===== src/rtl/fifo_tx_pkg.sv =====
// fifo_tx_pkg: shared sizes and types for the FIFO-to-AXIS egress path.
package fifo_tx_pkg;
   localparam int BUF_DEPTH = 3;
   typedef logic [1:0] buf_idx_t;
   typedef logic [1:0] buf_cnt_t;
   function automatic buf_idx_t next_idx(input buf_idx_t i);
      return (i == buf_idx_t'(BUF_DEPTH - 1)) ? '0 : i + 2'd1;
   endfunction
endpackage


===== src/rtl/fifo_tx_prefetch_buf.sv =====
// fifo_tx_prefetch_buf: 3-entry circular prefetch buffer with push/pop, occupancy and head word.
module fifo_tx_prefetch_buf
   import fifo_tx_pkg::*;
#(
   parameter int DATA_WIDTH = 32
) (
   input  logic                  clk,
   input  logic                  rst,
   input  logic                  push,
   input  logic [DATA_WIDTH-1:0] din,
   input  logic                  pop,
   output buf_cnt_t              count,
   output logic [DATA_WIDTH-1:0] head
);
   logic [DATA_WIDTH-1:0] mem [BUF_DEPTH];
   buf_idx_t wr_ptr, rd_ptr;
   assign head = mem[rd_ptr];
   always_ff @(posedge clk) begin
      if (rst) begin
         mem    <= '{default: '0};
         wr_ptr <= '0;
         rd_ptr <= '0;
         count  <= '0;
      end else begin
         if (push) begin
            mem[wr_ptr] <= din;
            wr_ptr      <= next_idx(wr_ptr);
         end
         if (pop) rd_ptr <= next_idx(rd_ptr);
         count <= count + buf_cnt_t'(push) - buf_cnt_t'(pop);
      end
   end
endmodule


===== src/rtl/fifo_to_axis_tx.sv =====
// fifo_to_axis_tx: drains a 1-cycle-latency FIFO read port into an AXI4-Stream master with TLAST framing.
// Define FIFO_TX_STATS_EN to add the stat_beats/stat_pkts handshake counters.
module fifo_to_axis_tx
   import fifo_tx_pkg::*;
#(
   parameter int DATA_WIDTH = 32,
   parameter int LEN_WIDTH  = 16
) (
   input  logic                  clk,
   input  logic                  rst,
   input  logic                  enable,
   input  logic [LEN_WIDTH-1:0]  pkt_len,
   input  logic [DATA_WIDTH-1:0] fifo_rdata,
   input  logic                  fifo_empty,
   output logic                  fifo_rena,
   output logic [DATA_WIDTH-1:0] m_axis_tdata,
   output logic                  m_axis_tvalid,
   input  logic                  m_axis_tready,
   output logic                  m_axis_tlast
`ifdef FIFO_TX_STATS_EN
   ,
   output logic [31:0]           stat_beats,
   output logic [31:0]           stat_pkts
`endif
);
   buf_cnt_t count;
   logic inflight, pop, first_hold;
   logic [LEN_WIDTH-1:0] beat_cnt, len_q, eff_len;
   assign fifo_rena     = ~rst & enable & ~fifo_empty & (({1'b0, count} + {2'b0, inflight}) < 3'd3);
   assign m_axis_tvalid = count != '0;
   assign pop           = m_axis_tvalid & m_axis_tready;
   // pkt_len follows the input only until a first beat has been shown, so a stalled first beat keeps its tlast
   always_comb eff_len = (beat_cnt == '0 && !first_hold) ? ((pkt_len == '0) ? LEN_WIDTH'(1) : pkt_len) : len_q;
   assign m_axis_tlast  = m_axis_tvalid & (beat_cnt == eff_len - LEN_WIDTH'(1));
   fifo_tx_prefetch_buf #(.DATA_WIDTH(DATA_WIDTH)) u_buf (
      .clk   (clk),
      .rst   (rst),
      .push  (inflight),
      .din   (fifo_rdata),
      .pop   (pop),
      .count (count),
      .head  (m_axis_tdata)
   );
   always_ff @(posedge clk) begin
      if (rst) begin
         inflight   <= 1'b0;
         beat_cnt   <= '0;
         len_q      <= LEN_WIDTH'(1);
         first_hold <= 1'b0;
      end else begin
         inflight   <= fifo_rena;
         first_hold <= m_axis_tvalid & ~m_axis_tready & (beat_cnt == '0);
         if (beat_cnt == '0) len_q <= eff_len;
         if (pop) beat_cnt <= m_axis_tlast ? '0 : beat_cnt + LEN_WIDTH'(1);
      end
   end
`ifdef FIFO_TX_STATS_EN
   always_ff @(posedge clk) begin
      if (rst) begin
         stat_beats <= '0;
         stat_pkts  <= '0;
      end else begin
         stat_beats <= stat_beats + 32'(pop);
         stat_pkts  <= stat_pkts + 32'(pop & m_axis_tlast);
      end
   end
`endif
endmodule


===== config.mk =====
export PLATFORM = sky130hd
export DESIGN_NAME = fifo_to_axis_tx
export DESIGN_NICKNAME = d
export VERILOG_FILES = /design/src/rtl/fifo_tx_pkg.sv /design/src/rtl/fifo_tx_prefetch_buf.sv /design/src/rtl/fifo_to_axis_tx.sv
export SDC_FILE = /design/constraint.sdc
export NUM_CORES = 1
export LEC_CHECK = 0
export CAP_MARGIN = 40
export CORE_UTILIZATION = 57
export CTS_BUF_LIST = sky130_fd_sc_hd__clkbuf_4
export DETAILED_ROUTE_END_ITERATION = 8
export PLACE_DENSITY = 0.89
export SLEW_MARGIN = 20
export SYNTH_ARGS = -nofsm -noshare
export SYNTH_HDL_FRONTEND = slang
export SYNTH_SLANG_ARGS = --single-unit

===== constraint.sdc =====
create_clock -name clk -period 5.2 [get_ports clk]
set_input_delay 1.04 -clock clk [delete_from_list [all_inputs] [get_ports clk]]
set_output_delay 1.04 -clock clk [all_outputs]
set_load 0.02 [all_outputs]

# == Word-level counts from Yosys, hierarchy flattened ==
# Index checks and enable logic that the tools add are counted.
# totals
register_bits,136
out_inout_bits,35
# classes
addsub,7
order_cmp,4
n_eq_ne,3
n_mux,11
n_bitwise,12
reduce_logical,6
# op_table
operator,n
$bwmux 96,1
$mux 32,3
$bmux 32 s2,1
$demux 32 s2,1
$mux 16,3
$logic_not 16->1,2
$add 16x1->16 const B,1
$eq 16x16->1,1
$sub 16x1->16 const B,1
$and 1x1->1,7
$ge 3x3->1 const B,2
$not 2->3,2
$add 2x1->2 const B,2
$eq 2x2->1 const B,2
$mux 2,2
$add 2x1->3,1
$lt 3x1->1 const B,1
$lt 3x2->1 const B,1
$not 1->1,3
$add 2x1->2,1
$logic_and 1x1->1,2
$reduce_bool 2->1,1
$sub 2x1->2,1
$logic_not 1->1,1

# == Longest topological paths before layout ==
# depth
word_depth,7
mapped_depth,18
ltp_nobuf,14

# == Modules after synthesis ==
# Synthesis repeated with hierarchy kept, for this count alone.
# unflattened
cells_unflattened,755
area_unflattened_um2,7268.2
# by_module_without_submodules
module,instances,cells_per_inst,area_per_inst_um2,seq_area_each_um2
fifo_tx_prefetch_buf,1,450,4758.3,2042.0
fifo_to_axis_tx,1,305,2509.9,680.7

# == Worst setup path before layout ==
# OpenSTA, ideal clock, no wires.
# synth_timing
kind,reg2out
start,register beat_cnt[0]
end,output port m_axis_tlast
t_arrival_ps,3808
required_ps,4160
setup_slack_ps,352
stages_incl_launch_ff,17
cell_sequence,dfxtp_1 inv_1 ha_1 nor4b_4 and4_1 buf_6 buf_4 buf_2 mux2i_1 ha_1 nand3b_1 or4_1 o21ai_1 xnor2_1 or3_1 nand4bb_4 nor3_1
# synth_via
elab_chain_cells,6
# synth_lines
element,line_no,source
"start, declared",fifo_to_axis_tx.sv:28,"logic [LEN_WIDTH-1:0] beat_cnt, len_q, eff_len;"
"start signal, assigned",fifo_to_axis_tx.sv:54,if (pop) beat_cnt <= m_axis_tlast ? '0 : beat_cnt + LEN_WIDTH'(1);
$logic_not 16->1,fifo_to_axis_tx.sv:33,always_comb eff_len = (beat_cnt == '0 && !first_hold) ? ((pkt_len == '0) ? LEN_WIDTH'(1) : pkt_len) : len_q;
$logic_and 1x1->1,fifo_to_axis_tx.sv:33,
$mux 16,fifo_to_axis_tx.sv:33,
$sub 16x1->16,fifo_to_axis_tx.sv:34,assign m_axis_tlast = m_axis_tvalid & (beat_cnt == eff_len - LEN_WIDTH'(1));
$eq 16x16->1 *,fifo_to_axis_tx.sv:34,
$and 1x1->1 *,fifo_to_axis_tx.sv:34,
"end, declared",fifo_to_axis_tx.sv:19,output logic m_axis_tlast
# Mark *: on every way between the ends. The rest lies on a longest branch, timed or not.

# == Worst setup path after layout ==
# layout_timing
start,input port pkt_len[4]
end,output port m_axis_tlast
# layout_via
elab_chain_cells,6
# layout_lines
element,line_no,source
"start, declared",fifo_to_axis_tx.sv:12,"input logic [LEN_WIDTH-1:0] pkt_len,"
$logic_not 16->1,fifo_to_axis_tx.sv:33,
$mux 16 * (2 in series),fifo_to_axis_tx.sv:33,
$sub 16x1->16 *,fifo_to_axis_tx.sv:34,
$eq 16x16->1 *,fifo_to_axis_tx.sv:34,
$and 1x1->1 *,fifo_to_axis_tx.sv:34,
# Marked as above.

==> metrics.yaml <==
detailed_routing:
  wire_per_inst_um: 16.0
  drcViolationCount: 0
  ant_nets: 0
  drtPass1Iterations: 5
  drt_iter0_drc: 544
  viasPerCell: 5.89
  vias: 6615
  drt_wl_total_um: 18000
final_layout:
  register_area_sq_mm: 0.00273
  multiInputGateArea_sq_mm: 0.00373
  final_util_pct: 72.2
  fillers: 829
  nets: 1028
  n_antenna_cell: 0
  drive_gt1_share_pct: 11.6
  syn_to_final_growth_pct: 23.3
synthesis:
  ys_seq_area_share_pct: 40.5
  yosys.area_share.xor_xnor_pct: 4.70
  ys_warn_count: 0
  synth_fa_ha_area_share_pct: 1.30
  synthDistinctLibCells: 55
  syn_avg_cell_area_sq_um: 7.69
  ys_ff_latch: 136
  synth_mux_area_share_pct: 6.28
  synthArstFlopShare_pct: 0
  postSynthCellCount: 873
  syn_area_sq_mm: 0.00672
  synth_compound_area_share_pct: 15.4
  synth-simple-area-share_pct: 27.3
  synth_top_family_by_area: "simple AND/OR/NAND/NOR gates"
  ys.flop_type: "dfxtp_1"
  synth_nets: 933
  synth-edff-count: 0
grt:
  grt_pass1_vias: 6281
  grt-ovfl-total: 0
  antenna_found_initial: 0
  grtUsageTotal_pct: 29.1
  grt_start_max_net_pins: 79
  grt_pass1_wl_um: 29100
placed_design:
  dp_worst_setup_slack_ps: -539
  io_buffers: 87
  routabilityCongestion: 0.925
  place_hpwl_um: 11700
clocking:
  clk_pin_slew_ps: 120
  cts_buffer_depth: 2
  postCtsHoldBufs: 0
  clock-root-buffer: "clkbuf_4"
  insertion_delay_ps: 560
  cts_tree: "done"
  cts_sinks: 136
  cts_max_level: 4
  cts_inserted_buffers: 17
power_and_ir_drop:
  p_per_area_mw_per_mm2: 359
  power_mw: 2.98
  ir_drop_uv: 219
  leakagePower_nw: 2.95
critical_path:
  cp.arrival_ps: 4100
  worst-path-stages: 13
  startpoint_type: "input port"
  path_buf_inv: 2
  ff2ff_setup_slack_ps: 1210
  critPathLaunch: "pkt_len[4]"
  worstPathRequired_ps: 4160
  crit_slowest_cell: "clkdlybuf4s50_1"
  cp-end-kind: "primary output"
  r2r-end: "beat_cnt[3]"
  cp_top_family: "simple AND/OR/NAND/NOR gates"
  crit_chain: "clkdlybuf4s50_1 -> nor4_1 -> a41o_1 -> mux2i_1 -> ha_2 -> nand3b_1 -> or4_1 -> o21ai_2 -> xnor2_1 -> or3_1 -> nand4bb_4 -> nor3_2 -> buf_4"
  critical_path_class: "in2out"
  r2r_cells: 15
  slowest_delay_ps: 500
  worst-path-max-fanout: 5
  endpoint: "m_axis_tlast"
  r2r-start: "beat_cnt[1]"
die:
  num_rows: 39
  die_height_um: 111
  chipWidth_um: 111
  io_pins: 88
  dieArea_sq_mm: 0.0122
  initial_core_util_pct: 58.6
  core-area_sq_mm: 0.0115
sta:
  final-hold-violation-count: 0
  slew_headroom_pct: 42.5
  worstMarginPinSlew_ps: 860
  finalSetupViolations: 0
  finalSetupTns_ps: 0
  fin_crit_ps: 5140
  finalCritPeriodShare_pct: 98.9
  whs_ps: 462
  clock_skew_ps: 13.1
  drv_slew: 0
  max_freq_mhz: 194
  setup_ws_ps: 56.2
run_status:
  status: "completed"
min_path:
  min_from: "u_buf.mem[57]"
  hold_path_class: "reg2reg"
run:
  cap_violations: 0
timing repair:
| item | 4_1_cts | 5_1_grt |
|---|---|---|
| endpoints found under the setup margin | 1 | 1 |
| resized for setup | 10 | 2 |
| pin swaps | 0 | 1 |
| buffers inserted | 3 | 1 |
through the flow:
step	area [sq um]	std cells
4_1_cts	8260	1123
6_report	8280	1124
3_3_place_gp	7860	1086
2_1_floorplan	6720	873
3_5_place_dp	7910	1088
5_1_grt	8280	1124
kinds of logic (layout without fill, tap and decap cells):
kind of cell,after synthesis,count (layout)
AO/OA/AOI/OAI,181,181
XOR/XNOR,36,36
adder cells (fa/ha/maj),7,7
buffers and inverters,71,179
flip-flops,136,136
multiplexers,42,42
AND/OR/NAND/NOR,400,400
Yosys cell counts, types with 8 or more instances:
cell | n | area share, %
nor4_1 | 9 | 0.84
nand3_1 | 16 | 1.2
xor2_1 | 22 | 2.9
nor3_1 | 18 | 1.3
nor2_2 | 10 | 0.93
mux2i_1 | 41 | 6.1
dfxtp_1 | 136 | 41
o21ai_0 | 8 | 0.60
a21oi_1 | 118 | 8.8
clkbuf_1 | 45 | 2.5
inv_1 | 8 | 0.45
o22ai_1 | 32 | 3.0
nor2_1 | 27 | 1.5
xnor2_1 | 14 | 1.8
nand2_1 | 264 | 15
final cells by class:
cell class                 count  area share (%)
multi-input combinational    666            45.0
inverter                       9           0.408
tap                          143            2.16
sequential                   136            32.9
clock inverter                15            2.37
timing repair buffer         138            15.6
clock buffer                  17            1.54
power by group:
group | switching (mW) | internal [mW] | total [mW]
Clock | 0.411 | 0.382 | 0.793
Combinational | 0.535 | 0.450 | 0.985
Sequential | 0.0961 | 1.10 | 1.20
state kept, by name, summed over array words and instances (netlist names):
signal / flops
u_buf.count: 2
inflight: 1
u_buf.rd_ptr: 2
u_buf.wr_ptr: 2
first_hold: 1
u_buf.mem: 96
beat_cnt: 16
len_q: 16
layout by cell type (no fill, tap or decap), types with 3 or more instances in the layout:
cell             instances
o22ai_1                 32
nor2_1                  25
nand3b_1                 6
bufinv_16                4
ha_1                     6
mux2i_1                 41
nand4_1                  6
xor2_1                  22
nor2_2                  11
nand2_1                264
a21oi_1                118
nand2b_1                 6
o21ai_0                  8
clkbuf_4                17
nor4_1                   9
xnor2_1                 14
or2_2                    3
inv_6                    3
and3_1                   7
inv_1                    8
buf_4                   50
clkinv_1                 3
nand3_1                 16
or4_1                    6
a31oi_1                  3
or3_1                    6
clkdlybuf4s50_1         85
dfxtp_1                134
nor3_1                  17
how the worst min path moves through the flow:
| stage | end | slack, ps | depth (start not counted) |
|---|---|---|---|
| finish | u_buf.mem[57] | 460 | 2 |
| global route | u_buf.mem[19] | 480 | 2 |
| CTS | u_buf.mem[80] | 460 | 2 |
| global placement | u_buf.mem[57] | 440 | 2 |
| floorplan | u_buf.mem[64] | 440 | 2 |
| detailed placement | u_buf.mem[80] | 450 | 2 |
worst register-to-register path: stages, from the launching register on:
cell and delay [ps]:
dfxtp_1 360, inv_1 100, ha_1 210, nor4b_4 230, and4_4 310, mux2i_1 290
ha_2 280, nand3b_1 120, or4_1 450, o21ai_2 160, xnor2_1 110, or3_1 310
nand4bb_4 220, o41ai_4 350, buf_4 290, nor2_1 90
routing by layer:
layer / vias to the layer above / track usage (%) / routed length, um
li1: 3193 / - / -
met1: 3098 / 35.2 / 7480
met2: 276 / 48.9 / 8630
met3: 48 / 8.34 / 1470
met4: 0 / 11.1 / 450
met5: - / 0 / 0
Power figures use the tool's default switching activity.
